## config.mk

```make
export PLATFORM = sky130hd
export DESIGN_NAME = exec_monitor_flat
export DESIGN_NICKNAME = d
export VERILOG_FILES = /design/src/rtl/exec_monitor_if.sv /design/src/rtl/exec_monitor.sv /design/src/flat_wrapper.sv
export SDC_FILE = /design/constraint.sdc
export NUM_CORES = 1
export LEC_CHECK = 0
export BUFFER_PORTS_ARGS = -buffer_cell sky130_fd_sc_hd__buf_2
export CAP_MARGIN = 30
export CORE_ASPECT_RATIO = 1.75
export CORE_UTILIZATION = 30
export DETAILED_ROUTE_END_ITERATION = 10
export PLACE_DENSITY = 0.58
export SYNTH_ARGS = -nofsm -noshare
export SYNTH_HDL_FRONTEND = slang
export SYNTH_SLANG_ARGS = --single-unit
```

## constraint.sdc

```tcl
create_clock -name clk -period 2.23 [get_ports clk]
set_input_delay 0 -clock clk [delete_from_list [all_inputs] [get_ports clk]]
set_output_delay 0 -clock clk [all_outputs]
set_load 0.01 [all_outputs]
```

## src/rtl/exec_monitor_if.sv

```systemverilog
// Signal bundle between the CPU core / front panel and the run-control and
// statistics stage. The master side drives decode, button and operand
// signals. The slave side (exec_monitor) returns the execute enable and
// the display statistics.
interface exec_monitor_if #(
   parameter int unsigned CNT_W = 16
);
   logic              tick;
   logic              step_mode;
   logic              go;
   logic              is_j;
   logic              is_br;
   logic              br_taken;
   logic              is_syscall;
   logic [31:0]       v0;
   logic [31:0]       a0;
   logic              cpu_en;
   logic              halted;
   logic [31:0]       total_cycle;
   logic [CNT_W-1:0]  unconditional;
   logic [CNT_W-1:0]  conditional;
   logic [CNT_W-1:0]  conditionalsucces;
   logic [31:0]       syscall_out;

   modport master (
      output tick, step_mode, go, is_j, is_br, br_taken, is_syscall, v0, a0,
      input  cpu_en, halted, total_cycle, unconditional, conditional,
             conditionalsucces, syscall_out
   );

   modport slave (
      input  tick, step_mode, go, is_j, is_br, br_taken, is_syscall, v0, a0,
      output cpu_en, halted, total_cycle, unconditional, conditional,
             conditionalsucces, syscall_out
   );
endinterface

```

## src/rtl/exec_monitor.sv

```systemverilog
// Run-control and statistics stage beside the single-cycle CPU core.
// This block gates the core's execute enable in three ways: free run,
// single-step on the go button, or halt on the exit syscall.
// It also counts retired instructions, jumps, branches and taken branches,
// and it latches the print-syscall argument for the seven-segment display.
module exec_monitor #(
   parameter int unsigned CNT_W       = 16,
   parameter logic [31:0] HALT_CODE   = 32'h0000_000A,
   parameter logic [31:0] PRINT_CODE  = 32'h0000_0022,
   parameter int unsigned SYNC_STAGES = 2
) (
   input  logic          clk,
   input  logic          rst,
   exec_monitor_if.slave bus
);

   typedef enum logic [1:0] {
      RUN   = 2'd0,
      PAUSE = 2'd1,
      ARMED = 2'd2,
      HALT  = 2'd3
   } state_t;

   state_t                  state;
   state_t                  state_nxt;
   logic [SYNC_STAGES-1:0]  go_sync;
   logic                    go_prev;
   logic                    go_rise;
   logic                    exec;
   logic                    halt_hit;
   logic                    print_hit;
   logic [31:0]             total_q;
   logic [31:0]             sys_q;
   logic [CNT_W-1:0]        unc_q;
   logic [CNT_W-1:0]        cond_q;
   logic [CNT_W-1:0]        succ_q;

   function automatic logic [CNT_W-1:0] sat_inc_cnt(input logic [CNT_W-1:0] v,
                                                    input logic            en);
      return (en && (v != '1)) ? v + 1'b1 : v;
   endfunction

   function automatic logic [31:0] sat_inc_32(input logic [31:0] v, input logic en);
      return (en && (v != '1)) ? v + 1'b1 : v;
   endfunction

   // Instructions retire only in RUN or ARMED, one per tick. The enable is
   // also forced low while reset is held, so the core cannot write state
   // during reset.
   assign exec       = ((state == RUN) || (state == ARMED)) && bus.tick;
   assign bus.cpu_en = exec && rst;
   assign halt_hit   = exec && bus.is_syscall && (bus.v0 == HALT_CODE);
   assign print_hit  = exec && bus.is_syscall && (bus.v0 == PRINT_CODE);
   assign go_rise    = go_sync[SYNC_STAGES-1] && !go_prev;

   // Synchronize the raw go button and keep one cycle of history for the rising-edge detect.
   always_ff @(posedge clk or negedge rst) begin
      if (!rst) begin
         go_sync <= '0;
         go_prev <= 1'b0;
      end else begin
         // NOTE: registers update with <= so every flop samples pre-edge values; blocking here would collapse the synchronizer chain.
         go_sync <= {go_sync[SYNC_STAGES-2:0], bus.go};
         go_prev <= go_sync[SYNC_STAGES-1];
      end
   end

   // Run-control state register.
   always_ff @(posedge clk or negedge rst) begin
      if (!rst) state <= RUN;
      else      state <= state_nxt;
   end

   // Next-state logic: halt outranks every stepping transition.
   always_comb begin
      // NOTE: default first so every path assigns state_nxt and no latch is inferred.
      state_nxt = state;
      case (state)
         RUN: begin
            if (halt_hit)                   state_nxt = HALT;
            else if (bus.step_mode && exec) state_nxt = PAUSE;
         end
         PAUSE: begin
            if (!bus.step_mode) state_nxt = RUN;
            else if (go_rise)   state_nxt = ARMED;
         end
         ARMED: begin
            if (halt_hit)  state_nxt = HALT;
            else if (exec) state_nxt = bus.step_mode ? PAUSE : RUN;
         end
         HALT: begin
            if (go_rise) state_nxt = RUN;
         end
         default: state_nxt = RUN;
      endcase
   end

   // Saturating statistics and print latch, advanced only on retiring edges.
   always_ff @(posedge clk or negedge rst) begin
      if (!rst) begin
         total_q <= '0;
         unc_q   <= '0;
         cond_q  <= '0;
         succ_q  <= '0;
         sys_q   <= '0;
      end else if (exec) begin
         total_q <= sat_inc_32(total_q, 1'b1);
         unc_q   <= sat_inc_cnt(unc_q, bus.is_j);
         cond_q  <= sat_inc_cnt(cond_q, bus.is_br);
         succ_q  <= sat_inc_cnt(succ_q, bus.is_br && bus.br_taken);
         if (print_hit) sys_q <= bus.a0;
      end
   end

   assign bus.halted            = (state == HALT);
   assign bus.total_cycle       = total_q;
   assign bus.unconditional     = unc_q;
   assign bus.conditional       = cond_q;
   assign bus.conditionalsucces = succ_q;
   assign bus.syscall_out       = sys_q;

endmodule

```

## src/flat_wrapper.sv

```systemverilog
// flat-port wrapper written by rule: the top's interface ports become plain ports
module exec_monitor_flat 
#(
   parameter int unsigned CNT_W       = 16,
   parameter logic [31:0] HALT_CODE   = 32'h0000_000A,
   parameter logic [31:0] PRINT_CODE  = 32'h0000_0022,
   parameter int unsigned SYNC_STAGES = 2
)
  (clk, rst, bus_tick, bus_step_mode, bus_go, bus_is_j, bus_is_br, bus_br_taken, bus_is_syscall, bus_v0, bus_a0, bus_cpu_en, bus_halted, bus_total_cycle, bus_unconditional, bus_conditional, bus_conditionalsucces, bus_syscall_out);
  exec_monitor_if #(.CNT_W(CNT_W)) bus_i ();
  input  logic clk;
  input  logic rst;
  input wire logic [$bits(bus_i.tick)-1:0] bus_tick;
  input wire logic [$bits(bus_i.step_mode)-1:0] bus_step_mode;
  input wire logic [$bits(bus_i.go)-1:0] bus_go;
  input wire logic [$bits(bus_i.is_j)-1:0] bus_is_j;
  input wire logic [$bits(bus_i.is_br)-1:0] bus_is_br;
  input wire logic [$bits(bus_i.br_taken)-1:0] bus_br_taken;
  input wire logic [$bits(bus_i.is_syscall)-1:0] bus_is_syscall;
  input wire logic [$bits(bus_i.v0)-1:0] bus_v0;
  input wire logic [$bits(bus_i.a0)-1:0] bus_a0;
  output wire logic [$bits(bus_i.cpu_en)-1:0] bus_cpu_en;
  output wire logic [$bits(bus_i.halted)-1:0] bus_halted;
  output wire logic [$bits(bus_i.total_cycle)-1:0] bus_total_cycle;
  output wire logic [$bits(bus_i.unconditional)-1:0] bus_unconditional;
  output wire logic [$bits(bus_i.conditional)-1:0] bus_conditional;
  output wire logic [$bits(bus_i.conditionalsucces)-1:0] bus_conditionalsucces;
  output wire logic [$bits(bus_i.syscall_out)-1:0] bus_syscall_out;
  assign bus_i.tick = bus_tick;
  assign bus_i.step_mode = bus_step_mode;
  assign bus_i.go = bus_go;
  assign bus_i.is_j = bus_is_j;
  assign bus_i.is_br = bus_is_br;
  assign bus_i.br_taken = bus_br_taken;
  assign bus_i.is_syscall = bus_is_syscall;
  assign bus_i.v0 = bus_v0;
  assign bus_i.a0 = bus_a0;
  assign bus_cpu_en = bus_i.cpu_en;
  assign bus_halted = bus_i.halted;
  assign bus_total_cycle = bus_i.total_cycle;
  assign bus_unconditional = bus_i.unconditional;
  assign bus_conditional = bus_i.conditional;
  assign bus_conditionalsucces = bus_i.conditionalsucces;
  assign bus_syscall_out = bus_i.syscall_out;
  exec_monitor #(.CNT_W(CNT_W), .HALT_CODE(HALT_CODE), .PRINT_CODE(PRINT_CODE), .SYNC_STAGES(SYNC_STAGES)) u_core (.clk(clk), .rst(rst), .bus(bus_i));
endmodule
```

==> results.rst <==
.. list-table::
   :header-rows: 1

   * - Metric
     - Value
   * - CTS tree
     - yes
   * - Hold Fails Final Rpt
     - 0
   * - CTS Buffer Depth
     - 2
   * - Ys flop type
     - dfrtp_1
   * - Global-route usage over all layers
     - 16.1%
   * - Synth unique cells
     - 48
   * - Max-cap viol count
     - 0
   * - Number of H-tree levels
     - 4
   * - Final total negative setup slack
     - 0 ns
   * - Syn-to-layout area delta
     - 41.1%
   * - Post-synth EDFFs
     - 0
   * - Data required time at the worst endpoint
     - 2.52 ns
   * - Run status
     - complete, no violations
   * - IO Pins
     - 187
   * - Total Nets Final
     - 759
   * - Residual overflow from global routing
     - 0
   * - Synthesized area divided by synthesized cell count
     - 12.6 um2
   * - Critical path data arrival time
     - 2.37 ns
   * - Placement-stage worst setup slack
     - 0.157 ns
   * - DP Cell Count
     - 857
   * - Placeable core region
     - 17900 um2
   * - Share of post-route cells with drive strength above 1
     - 39.6%
   * - Drt drc
     - 0
   * - Routed vias
     - 4396
   * - Syn. warnings
     - 0
   * - Starting utilization of the core area
     - 30.5%
   * - Final Hold Slack
     - 0.111 ns
   * - Chip Width
     - 104 um
   * - Vias in the first global route
     - 4634
   * - Max-slew violation count
     - 0
   * - Proportion of synthesized flip-flops having asynchronous set or reset
     - 100%
   * - FF-to-FF End
     - u_core.bus.syscall_out[31]
   * - Worst Skew
     - 0.00696 ns
   * - Setup violation total in the final timing report
     - 0
   * - Launching element type of the critical path
     - flip-flop
   * - Vias per cell
     - 4.73
   * - Wire per inst
     - 15.7 um
   * - Area contributors post-synth
     - dfrtp_1 (54%), mux2_4 (8.2%), xnor2_1 (8.2%), xor2_1 (3.4%), nand3_1 (2.9%)
   * - Post-cts repair resize count
     - 0
   * - Relative slew slack
     - 60.8%
   * - IO buf count
     - 186
   * - Critical Path End
     - u_core.bus.syscall_out[31]
   * - DP HPWL
     - 10500 um
   * - Global-route wire length before repair
     - 23600 um
   * - Category of the most critical setup path
     - reg2reg
   * - Power per Cell Area
     - 827 nW/um2
   * - Worst reg2reg path depth
     - 5
   * - Leakage component of the power
     - 3.92 nW
   * - Fraction of the cycle the final worst path needs
     - 92.9%
   * - Clock sink count
     - 117
   * - Root buffer cell
     - clkbuf_16
   * - Drt first-iter violations
     - 135
   * - Startpoint of the tightest hold check path
     - bus_br_taken
   * - Maximum number of pins on one net before global-route repair
     - 76
   * - Final min period
     - 2.07 ns
   * - Synthesized net count
     - 512
   * - Cell accounting for the most synthesized area
     - dfrtp_1
   * - Register-to-register path setup slack
     - 0.16 ns
   * - Largest fanout of any net on the critical path
     - 21
   * - Max Clock Freq
     - 483 MHz
   * - Seq/Total Area, Yosys
     - 53.6%
   * - Summed instance area of the synthesized netlist
     - 5470 um2
   * - Slew at the pin closest to its max-slew limit
     - 0.588 ns
   * - Area of the die
     - 18800 um2
   * - Num rows
     - 65
   * - Total wirelength of the detailed-routed design
     - 14600 um
   * - Antenna violations before repair
     - 1
   * - List of most frequent post-synthesis cells
     - dfrtp_1 (117), xnor2_1 (51), nand3_1 (32), mux2_4 (30), nand2_1 (26)
   * - RePlAce Congestion
     - 0.783
   * - Worst IR drop on VDD
     - 445 uV
   * - Worst Setup Slack, final
     - 0.158 ns
   * - Most used standard cell by instance count after synthesis
     - dfrtp_1
   * - Later-pin clock latency in the skew report
     - 0.42 ns
   * - Setup repair after global routing missed its margin
     - no
   * - First-pass iteration count of the detailed router
     - 4
   * - Hold Path Class
     - in2reg
   * - Setup crit start
     - u_core.state[0]
   * - Synthesized netlist cell count
     - 435
   * - Post-route antenna net violation count
     - 0
   * - Clk pin slew, worst setup/hold paths
     - 0.06 ns
   * - Final Non-Filler Cells
     - 929
   * - Critical register-to-register path startpoint
     - u_core.state[0]
   * - Chip Height
     - 181 um
   * - Top cell type's share of synthesized area
     - 53.6%
   * - Clock buffers created by TritonCTS
     - 17
   * - Number of fill cells in the layout
     - 1723
   * - Number of register bits inferred by synthesis
     - 117
   * - Overall Power
     - 6.38 mW
   * - Crit. End Element
     - flip-flop
[placed cells by master, fill, tap and decap left out, types with 3 or more instances in the layout]
cell type and n:
ha_1 4, clkbuf_16 17, inv_1 5, and3_1 22
buf_2 185, a22oi_1 3, nor4_2 3, dfrtp_1 117
o21a_1 3, mux2_4 30, nor2_1 14, clkinv_2 3
mux2_2 6, nor4_1 9, xor2_1 21, clkbuf_8 3
and2_1 8, bufinv_16 4, nand2_1 26, nand3_1 32
nand4_1 22, xnor2_1 51, buf_4 9, a31oi_1 4
and4_1 12, dlygate4sd3_1 40, nor3_1 7
[critical path, stage by stage, from the launching register on]
cell and delay, ns:
dfrtp_1 0.44, nand2b_4 0.21, nor4_2 0.34, and3b_2 0.38, buf_12 0.24, mux2_4 0.32
[routing by layer]
metal  share of wire [%]  GRT usage [%]  routed length, um
met3                 4.4           3.80                639
met2                  56           30.5               8160
met5                   0              0                  0
met4                 3.3           9.20                481
met1                  36           15.9               5340
[registers in the layout (all words and copies together) (netlist names)]
| register | flops |
|---|---|
| u_core.bus.conditionalsucces | 16 |
| u_core.bus.conditional | 16 |
| u_core.bus.unconditional | 16 |
| u_core.go_sync | 2 |
| u_core.state | 2 |
| u_core.bus.total_cycle | 32 |
| u_core.go_prev | 1 |
| u_core.bus.syscall_out | 32 |
[through the flow]
step                utilization, %  instance area, um2
finish                        43.1                7710
global route                  43.1                7710
CTS                           43.1                7710
detailed placement            37.4                6690
global placement              37.4                6690
floorplan                        -                5470
[area by class of cell]
class                   count  area, um2  share of cell area (%)
diodes                      1       2.50                  0.0324
clock buffers              22        474                    6.15
clock inverters             9        150                    1.95
inverters                   5       18.8                   0.243
multi-input cells         305       2410                    31.3
flip-flops and latches    117       2930                    38.0
well taps                 234        293                    3.80
repair buffers            236       1430                    18.6
[where the power goes]
| group | switching [mW] | internal, mW |
|---|---|---|
| registers | 0.252 | 2.32 |
| logic | 0.448 | 0.441 |
| clock network | 0.974 | 1.94 |
| total | 1.67 | 4.71 |
[timing repair]
action | 4_1_cts | 5_1_grt
hold endpoints to repair | 80 | 0
hold buffers | 40 | 0
setup buffers | 0 | 0
endpoints found under the setup margin | 0 | 1
[logic make-up (layout without fill, tap and decap cells)]
group | after synthesis | in the layout | share of synthesized area (%)
xor+xnor | 72 | 72 | 11.5
mux | 37 | 37 | 9.66
other cells | 0 | 1 | 0
compound gates | 18 | 18 | 2.59
fa+ha+maj | 4 | 4 | 0.916
simple gates | 174 | 174 | 19.4
buf+inv | 13 | 272 | 2.29
flops | 117 | 117 | 53.6
[worst min-delay path by stage]
stage	cells past startpoint	slack [ns]	to
final	4	0.11	u_core.bus.conditionalsucces[3]
after floorplan	0	-0.30	u_core.bus.conditional[0]
after detailed placement	1	0.04	u_core.bus.conditionalsucces[8]
after CTS	4	0.09	u_core.bus.conditionalsucces[3]
after global routing	4	0.15	u_core.bus.conditionalsucces[3]
after global placement	1	0.04	u_core.bus.conditionalsucces[8]
Note: power is estimated with default switching activity, not from simulation.
